$ cat src/rtl/sobel_data_buffer.sv
// -----------------------------------------------------------------------------
// sobel_data_buffer
//
// Streaming 3x3 window generator for the Sobel edge-detection pipeline.
// Pixels arrive one per qualified cycle in raster order. The two previous
// rows are kept in line buffers. Whenever the newest pixel completes a full
// 3x3 neighbourhood inside the current frame, the neighbourhood is presented
// on d0_o..d8_o together with a one-cycle done_o strobe.
//
// Ports
//   clk          system clock, rising-edge active
//   rst          synchronous reset, active low
//   grayscale_i  incoming pixel (raster order)
//   done_i       pixel-valid qualifier; grayscale_i accepted when high
//   d0_o..d2_o   window top row, left to right (oldest row)
//   d3_o..d5_o   window middle row
//   d6_o..d8_o   window bottom row; d8_o is the newest pixel
//   done_o       window-valid strobe, one cycle per valid window
// -----------------------------------------------------------------------------
module sobel_data_buffer #(
    parameter int IMG_WIDTH  = 6,
    parameter int IMG_HEIGHT = 6,
    parameter int DATA_W     = 8
) (
    input  logic              clk,
    input  logic              rst,
    input  logic [DATA_W-1:0] grayscale_i,
    input  logic              done_i,
    output logic [DATA_W-1:0] d0_o,
    output logic [DATA_W-1:0] d1_o,
    output logic [DATA_W-1:0] d2_o,
    output logic [DATA_W-1:0] d3_o,
    output logic [DATA_W-1:0] d4_o,
    output logic [DATA_W-1:0] d5_o,
    output logic [DATA_W-1:0] d6_o,
    output logic [DATA_W-1:0] d7_o,
    output logic [DATA_W-1:0] d8_o,
    output logic              done_o
);

    localparam int CW = (IMG_WIDTH  > 1) ? $clog2(IMG_WIDTH)  : 1;
    localparam int RW = (IMG_HEIGHT > 1) ? $clog2(IMG_HEIGHT) : 1;

    // Position of the pixel that will be accepted next.
    logic [CW-1:0] col_q, col_d;
    logic [RW-1:0] row_q, row_d;

    // lb0 holds the previous row, lb1 the row before that.
    logic [DATA_W-1:0] lb0_q [IMG_WIDTH];
    logic [DATA_W-1:0] lb1_q [IMG_WIDTH];

    logic [DATA_W-1:0] w_q [9];
    logic [DATA_W-1:0] w_d [9];
    logic              done_q, done_d;

    logic              col_last;
    logic              row_last;
    logic              win_ok;
    logic [DATA_W-1:0] lb0_rd;
    logic [DATA_W-1:0] lb1_rd;

    assign col_last = (col_q == CW'(IMG_WIDTH - 1));
    assign row_last = (row_q == RW'(IMG_HEIGHT - 1));

    // A window is only complete once two earlier rows and two earlier
    // columns of the same row exist; this also hides stale line-buffer data
    // left over from a previous frame or from before reset.
    assign win_ok = (row_q >= RW'(2)) && (col_q >= CW'(2));

    assign lb0_rd = lb0_q[col_q];
    assign lb1_rd = lb1_q[col_q];

    always_comb begin
        col_d  = col_q;
        row_d  = row_q;
        done_d = 1'b0;
        for (int i = 0; i < 9; i++) begin
            w_d[i] = w_q[i];
        end

        if (done_i) begin
            // Each window row shifts left; the new column enters on the right.
            w_d[0] = w_q[1];
            w_d[1] = w_q[2];
            w_d[2] = lb1_rd;
            w_d[3] = w_q[4];
            w_d[4] = w_q[5];
            w_d[5] = lb0_rd;
            w_d[6] = w_q[7];
            w_d[7] = w_q[8];
            w_d[8] = grayscale_i;

            done_d = win_ok;

            if (col_last) begin
                col_d = '0;
                row_d = row_last ? '0 : row_q + RW'(1);
            end else begin
                col_d = col_q + CW'(1);
            end
        end
    end

    always_ff @(posedge clk) begin
        if (!rst) begin
            col_q  <= '0;
            row_q  <= '0;
            done_q <= 1'b0;
            for (int i = 0; i < 9; i++) begin
                w_q[i] <= '0;
            end
        end else begin
            col_q  <= col_d;
            row_q  <= row_d;
            done_q <= done_d;
            for (int i = 0; i < 9; i++) begin
                w_q[i] <= w_d[i];
            end
        end
    end

    // Line buffers carry no reset; their contents only matter once the row
    // counter has moved past them.
    always_ff @(posedge clk) begin
        if (done_i) begin
            lb1_q[col_q] <= lb0_rd;
            lb0_q[col_q] <= grayscale_i;
        end
    end

    assign d0_o   = w_q[0];
    assign d1_o   = w_q[1];
    assign d2_o   = w_q[2];
    assign d3_o   = w_q[3];
    assign d4_o   = w_q[4];
    assign d5_o   = w_q[5];
    assign d6_o   = w_q[6];
    assign d7_o   = w_q[7];
    assign d8_o   = w_q[8];
    assign done_o = done_q;

endmodule

$ cat config.mk
export PLATFORM = sky130hd
export DESIGN_NAME = sobel_data_buffer
export DESIGN_NICKNAME = d
export VERILOG_FILES = /design/src/rtl/sobel_data_buffer.sv
export SDC_FILE = /design/constraint.sdc
export NUM_CORES = 1
export LEC_CHECK = 0
export BUFFER_PORTS_ARGS = -buffer_cell sky130_fd_sc_hd__buf_2
export CORE_ASPECT_RATIO = 1.25
export CORE_UTILIZATION = 30
export CTS_BUF_LIST = sky130_fd_sc_hd__clkbuf_2
export CTS_CLUSTER_DIAMETER = 40
export DETAILED_ROUTE_END_ITERATION = 7
export PLACE_DENSITY = 0.56
export SLEW_MARGIN = 20
export SYNTH_ARGS = -nofsm -noshare
export SYNTH_HDL_FRONTEND = slang
export SYNTH_SLANG_ARGS = --single-unit
$ cat constraint.sdc
create_clock -name clk -period 2.5 [get_ports clk]
set_input_delay 0.125 -clock clk [delete_from_list [all_inputs] [get_ports clk]]
set_output_delay 0.125 -clock clk [all_outputs]
set_load 0.01 [all_outputs]
## After elaboration in Yosys (flattened, before gate mapping)

Memory sizes are Yosys's and may differ from the RTL's. A register that Yosys moved wholly into a read port is not among the register bits.
Index checks and enable logic that the tools add are counted.

- Register bits after elaboration: 7
- Bits in latches: 0
- Memory bits (writable): 168
- Memory bits (read-only): 0
- Input bits: 11
- Output and inout port bits: 73
- Logic and storage cells: 44
- Memories kept: 3

- Add/sub/neg operators: 2
- $mul: 0
- Divide/modulo/power cells: 0
- $lt $le $gt $ge: 2
- Equal/unequal tests: 2
- Shifts and indexed selects: 0
- Multiplexer cells: 20
- Bitwise gates (word level): 9
- Reductions and logical operators: 3

Memory list:

| name | words | width | rd ports | clocked after memory_dff | wr ports | RTL line | source |
|---|---|---|---|---|---|---|---|
| w_q | 9 | 8 | 9 | 0 | 9 | 52 | `logic [DATA_W-1:0] w_q [9];` |
| lb0_q | 6 | 8 | 1 | 1 | 1 | 49 | `logic [DATA_W-1:0] lb0_q [IMG_WIDTH];` |
| lb1_q | 6 | 8 | 1 | 1 | 1 | 50 | `logic [DATA_W-1:0] lb1_q [IMG_WIDTH];` |

Operators with widths:

| operator | count |
|---|---|
| $mux W72 | 1 |
| $mux W8 | 9 |
| $mux W3 | 6 |
| $or A1 B1 Y1 | 9 |
| $add A3 B1 Y3 const B | 2 |
| $eq A3 B3 Y1 const B | 2 |
| $ge A3 B2 Y1 const B | 2 |
| $mux W1 | 4 |
| $reduce_and A2 Y1 | 2 |
| $logic_and A1 B1 Y1 | 1 |

## Logic depth before layout (Yosys ltp)

Gate-level depths: netlist of run 1.

- Word-level depth: 4
- Gate-level depth with buffers: 6

## Least setup slack after synthesis of run 1

OpenSTA, ideal clock, no wires.

- Path kind: input port to flip-flop
- From: input port done_i
- To: memory lb0_q[0][0] (enable)
- Library setup time: 436 ps
- Data arrival time: 2314 ps
- Setup slack: -250 ps
- Stages on the path: 3
- Buffers on the path: 2
- Cell sequence: buf_2 buf_2 nor4b_1

- Cells in the longest elaborated chain, start to end: 2

Ends and longest elaborated chain:

| item | RTL line | source |
|---|---|---|
| start, declared | 28 | `input logic done_i,` |
| $mux W1 | 125 | `if (done_i) begin` |
| $mux W1 (implied by the code) | 127 | `lb0_q[col_q] <= grayscale_i;` |
| end, declared | 49 |  |

No other way between the ends.

==> results of run 1 <==
==> power breakdown <==
group / internal [mW] / switching [mW]
Combinational: 0.221 / 0.293
Sequential: 3.23 / 0.0860
Clock: 0.387 / 1.01
==> registers in the layout (all words and copies together) (netlist names), named ones only <==
| name | flops |
|---|---|
| row_q | 3 |
| col_q | 3 |
| w_q | 72 |
| lb1_q | 48 |
| done_o | 1 |
| lb0_q | 48 |
==> repair_timing <==
item / in CTS / in global routing
endpoints found under the hold margin: 80 / 0
hold buffers: 10 / 0
buffers inserted: 0 / 0
==> layer usage <==
| metal | track usage | vias up |
|---|---|---|
| met3 | 0.0248 | 15 |
| met1 | 0.156 | 1967 |
| met2 | 0.219 | 89 |
| met4 | 0.0567 | 0 |
| li1 | - | 1910 |
| met5 | 0 | - |
==> layout make-up <==
type	count	area, µm²	area share
diodes	1	2.50	0.000326
clock buffers	18	90.1	0.0117
clock inverters	14	130	0.0170
inverters	4	15.0	0.00196
multi-input cells	262	1910	0.249
flip-flops and latches	178	4530	0.590
well taps	279	349	0.0455
repair buffers	109	651	0.0848
==> critical path: stages (launching register included) <==
cell	delay, ps
dfxtp_2	880
buf_4	320
mux2i_1	240
a22oi_1	120
a32o_1	270
==> cells in the mapped netlist (all sizes together) <==
library cell / number
edfxtp: 96
a41o: 8
inv: 4
a21oi: 4
and2: 2
mux2i: 104
nor4b: 1
nand2: 37
nor3: 1
clkbuf: 1
nand4b: 2
nor3b: 10
nor4bb: 1
buf: 28
o21ai: 2
a32o: 8
xnor2: 1
nor2: 61
and3: 8
a22oi: 8
o21a: 1
nand3: 2
nor2b: 1
dfxtp: 82
==> through the flow <==
stage / utilization / total power [mW] / worst slack, ps / area [µm²] / std cells
finish: 0.356 / 5.23 / 600 / 7670 / 865
global route: 0.356 / 5.48 / 463 / 7670 / 865
CTS: 0.356 / 5.31 / 575 / 7670 / 864
detailed placement: 0.341 / 3.89 / 600 / 7350 / 822
global placement: 0.341 / 3.87 / 671 / 7350 / 822
floorplan: - / 3.70 / 217 / 6600 / 473
==> final timing paths <==
| path | cells after the start | slack [ps] | end |
|---|---|---|---|
| worst max-delay path | 4 | 600 | w_q[2][0] |
| worst min register to register | 2 | 510 | row_q[0] |
| worst max register to register | 4 | 600 | w_q[2][0] |
| worst min-delay path | 2 | 200 | lb0_q[5][5] |
==> kinds of logic (layout without fill, tap and decap cells) <==
kind of cell / count (synthesis) / count (layout) / synth area share
compound gates: 31 / 31 / 0.0391
xor+xnor: 1 / 1 / 0.00133
buf+inv: 33 / 145 / 0.0281
flops: 178 / 178 / 0.687
mux: 104 / 104 / 0.158
other cells: 0 / 1 / 0
simple gates: 126 / 126 / 0.0870
==> results.cfg, run 1 <==
[final_layout]
final_common_cell = mux2i_1
syn_to_final_growth_pct = 16.5
fillers = 2088
final_layout_size_suffix_gt1_frac = 0.236
final_cell_mix = mux2i_1 (104), edfxtp_1 (96), buf_2 (82)
nets = 583

[routing]
num_vias = 3981
drc_errors = 0
routed-wl-met2_mm = 7.00
via_per_inst = 4.60
wire_per_inst_um = 16.0
first_pass_iters = 4
drt-total-wl_mm = 13.9
highest_layer = met4
ant_nets = 0
routed-wl-met3_um = 487
drt_iter0_drc = 171
m1WireLength_mm = 6.18

[yosys]
synth_cell_types = 28
synth.avg_cell_area_um2 = 13.9
postSynthCellCount = 473
seq_area_frac_synth = 0.687
synth_nets = 484
synth-seq-cells = 178
synth_top_area_share = 0.437
yosysTopAreaCell = edfxtp_1
syn_area_um2 = 6590
synth.area.top_cells = edfxtp_1 (44%), dfxtp_1 (25%), mux2i_1 (16%)
yosysWarnings = 0

[run_status]
status = finished clean

[floorplanning]
die_h_um = 168
die_x_um = 135
fp-row-count = 60
die_area_um2 = 22600
start_util = 0.306
design.core.area_um2 = 21500
pin_count = 84

[sta]
tns_ps = 0
period_share = 0.760
hold_viol = 0
period_minus_slack_ps = 1900
achievable-frequency_mhz = 526
rsz0062_at_grt = no
drv_slew = 0
skew_ps = 35.9
worstMarginPinSlew_ps = 894
fin_hold_ws_ps = 197
setup_violations = 0
slew_headroom = 0.403

[min_path]
min_path_type = in2reg
hp-start = grayscale_i[5]

[cts]
cts_tree = yes
clk_path_buf_depth = 2
clk_pin_slew_worst_paths_ps = 260
htreeDepth = 4
cts_inserted_buffers = 17
ctsResizeCount = 0
clock_latency_ps = 730
clockRootBuffer = clkbuf_2
cts_sinks = 178

[worst_setup_path]
crit_arrival_ps = 2540
startpoint_type = register
required_ps = 3140
cp-end-kind = register
critPathKind = reg2reg
path_max_fanout = 24

[grt]
grt_pass1_vias = 3974
grt_pass1_wl_mm = 21.7
grt_max_degree = 47
antenna_found_initial = 1
track_usage = 0.128
overflow = 0

[place]
io_buffers = 83
hpwl_mm = 8.89
place.gp.congestion = 0.732

[job]
maxCapViolations = 0

[power_and_ir_drop]
peakVddDrop_mv = 0.334
powerDensity_nw_per_um2 = 682
power_leakage_nw = 3.06
Power figures use the tool's default switching activity.
==> inputs of run 2 (changes only) <==
--- a/config.mk
+++ b/config.mk
@@ -11,7 +11,7 @@
 export CTS_BUF_LIST = sky130_fd_sc_hd__clkbuf_2
 export CTS_CLUSTER_DIAMETER = 40
 export DETAILED_ROUTE_END_ITERATION = 7
-export PLACE_DENSITY = 0.56
+export PLACE_DENSITY = 0.54
 export SLEW_MARGIN = 20
 export SYNTH_ARGS = -nofsm -noshare
 export SYNTH_HDL_FRONTEND = slang
==> constraint.sdc (replaced) <==
create_clock -name clk -period 1.93 [get_ports clk]
set_input_delay 0.0965 -clock clk [delete_from_list [all_inputs] [get_ports clk]]
set_output_delay 0.0965 -clock clk [all_outputs]
set_load 0.01 [all_outputs]
==> results.cfg, run 2 (synthesis gave the netlist of run 1 again) <==
[grt]
grt_pass1_vias = 4050
grt_max_degree = 43
track_usage = 0.132
overflow = 0
grt_pass1_wl_mm = 22.2
antenna_found_initial = 1

[final_layout]
final_cell_mix = mux2i_1 (104), edfxtp_1 (96), buf_2 (82)
top_register = w_q
final_layout_size_suffix_gt1_frac = 0.241
top_regs = w_q x72, lb0_q x48, lb1_q x48
nets = 588
seqCellArea_um2 = 4530
syn_to_final_growth_pct = 17.3
fin_cells = 870
multi_input_area_um2 = 1920
final_util = 0.359
final_common_cell = mux2i_1
fillers = 2106
largest_reg_flops = 72

[routing]
m1WireLength_mm = 6.31
wire_per_inst_um = 16.4
first_pass_iters = 5
routed-wl-met2_mm = 7.08
routed-wl-met3_um = 513
drc_errors = 0
num_vias = 3964
highest_layer = met4
via_per_inst = 4.56
drt_iter0_drc = 175
drt-total-wl_mm = 14.2
ant_nets = 0

[worst_setup_path]
startpoint_type = register
crit_arrival_ps = 2130
crit_chain = buf_4 -> mux2i_1 -> nand2_1 -> and3_1
required_ps = 2410
path_max_fanout = 10
critPathKind = reg2reg
slowest_stage = dfxtp_1
critical-path-max-stage-delay_ps = 510
cp-end-kind = register

[sta]
rsz0062_at_grt = no
worstMarginPinSlew_ps = 697
period_share = 0.859
period_minus_slack_ps = 1660
slew_headroom = 0.534
hold_viol = 0
setup_violations = 0
skew_ps = 30.9
achievable-frequency_mhz = 603
drv_slew = 0

[floorplanning]
die_h_um = 168
start_util = 0.306
design.core.area_um2 = 21500
fp-row-count = 60
pin_count = 84
die_x_um = 135
die_area_um2 = 22600

[place]
io_buffers = 83
hpwl_mm = 9.17
place.gp.congestion = 0.687
place_inst = 827

[cts]
clk_pin_slew_worst_paths_ps = 260
clk_path_buf_depth = 2
post_cts_buffers = 0
cts_tree = yes
htreeDepth = 4
cts_sinks = 178
cts_inserted_buffers = 17
clockRootBuffer = clkbuf_2
clock_latency_ps = 720

[power_and_ir_drop]
peakVddDrop_mv = 0.333
powerDensity_nw_per_um2 = 887
power_leakage_nw = 3.09

[min_path]
min_path_type = in2reg

[run_status]
status = finished clean

[job]
maxCapViolations = 0
[run 2: worst paths after layout]
check / from / end / slack [ps] / depth (start not counted)
setup / recovery: register / lb1_q[2][5] / 270 / 4
hold reg to reg: row_q[0] / row_q[0] / 520 / 2
setup reg to reg: register / lb1_q[2][5] / 270 / 4
hold / removal: grayscale_i[5] / lb0_q[4][5] / 150 / 2
[run 2: power by group]
group / internal, mW / leakage [nW] / total (mW) / switching, mW
Clock: 0.617 / 0.141 / 1.88 / 1.27
Combinational: 0.291 / 1.41 / 0.694 / 0.403
Sequential: 4.19 / 1.54 / 4.28 / 0.0939
[run 2: per-stage QoR]
step,hold WS [ps],TNS [ps],power (mW),area [µm²],worst slack [ps]
3_3_place_gp,370,0,5.03,7390,179
2_1_floorplan,195,-54.7,4.79,6610,-3.42
4_1_cts,67.9,0,6.97,7720,125
3_5_place_dp,374,0,5.05,7390,156
5_1_grt,72.5,0,7.20,7730,172
6_report,147,0,6.86,7730,273
[run 2: cell type report]
cell class                 count  area share
inverter                       4     0.00194
multi-input combinational    262       0.248
clock buffer                  20      0.0130
clock inverter                12      0.0170
sequential                   178       0.586
antenna                        1    0.000324
tap                          279      0.0452
timing repair buffer         114      0.0890
[run 2: layer usage]
layer	vias to the layer above	track usage
met4	0	0.0537
met5	-	0
met3	12	0.0321
met2	92	0.224
li1	1925	-
met1	1935	0.159
[run 2: repair_timing]
item,in CTS,in global routing
hold buffers,10,0
endpoints found under the setup margin,0,9
gates resized for setup,0,1
hold endpoints to repair,119,0
[run 2: critical path, delay by kind of cell (launching register included)]
kind | cells | cell delay, ps
multiplexers | 1 | 260
flip-flops | 1 | 510
buffers and inverters | 1 | 310
AND/OR/NAND/NOR | 2 | 340
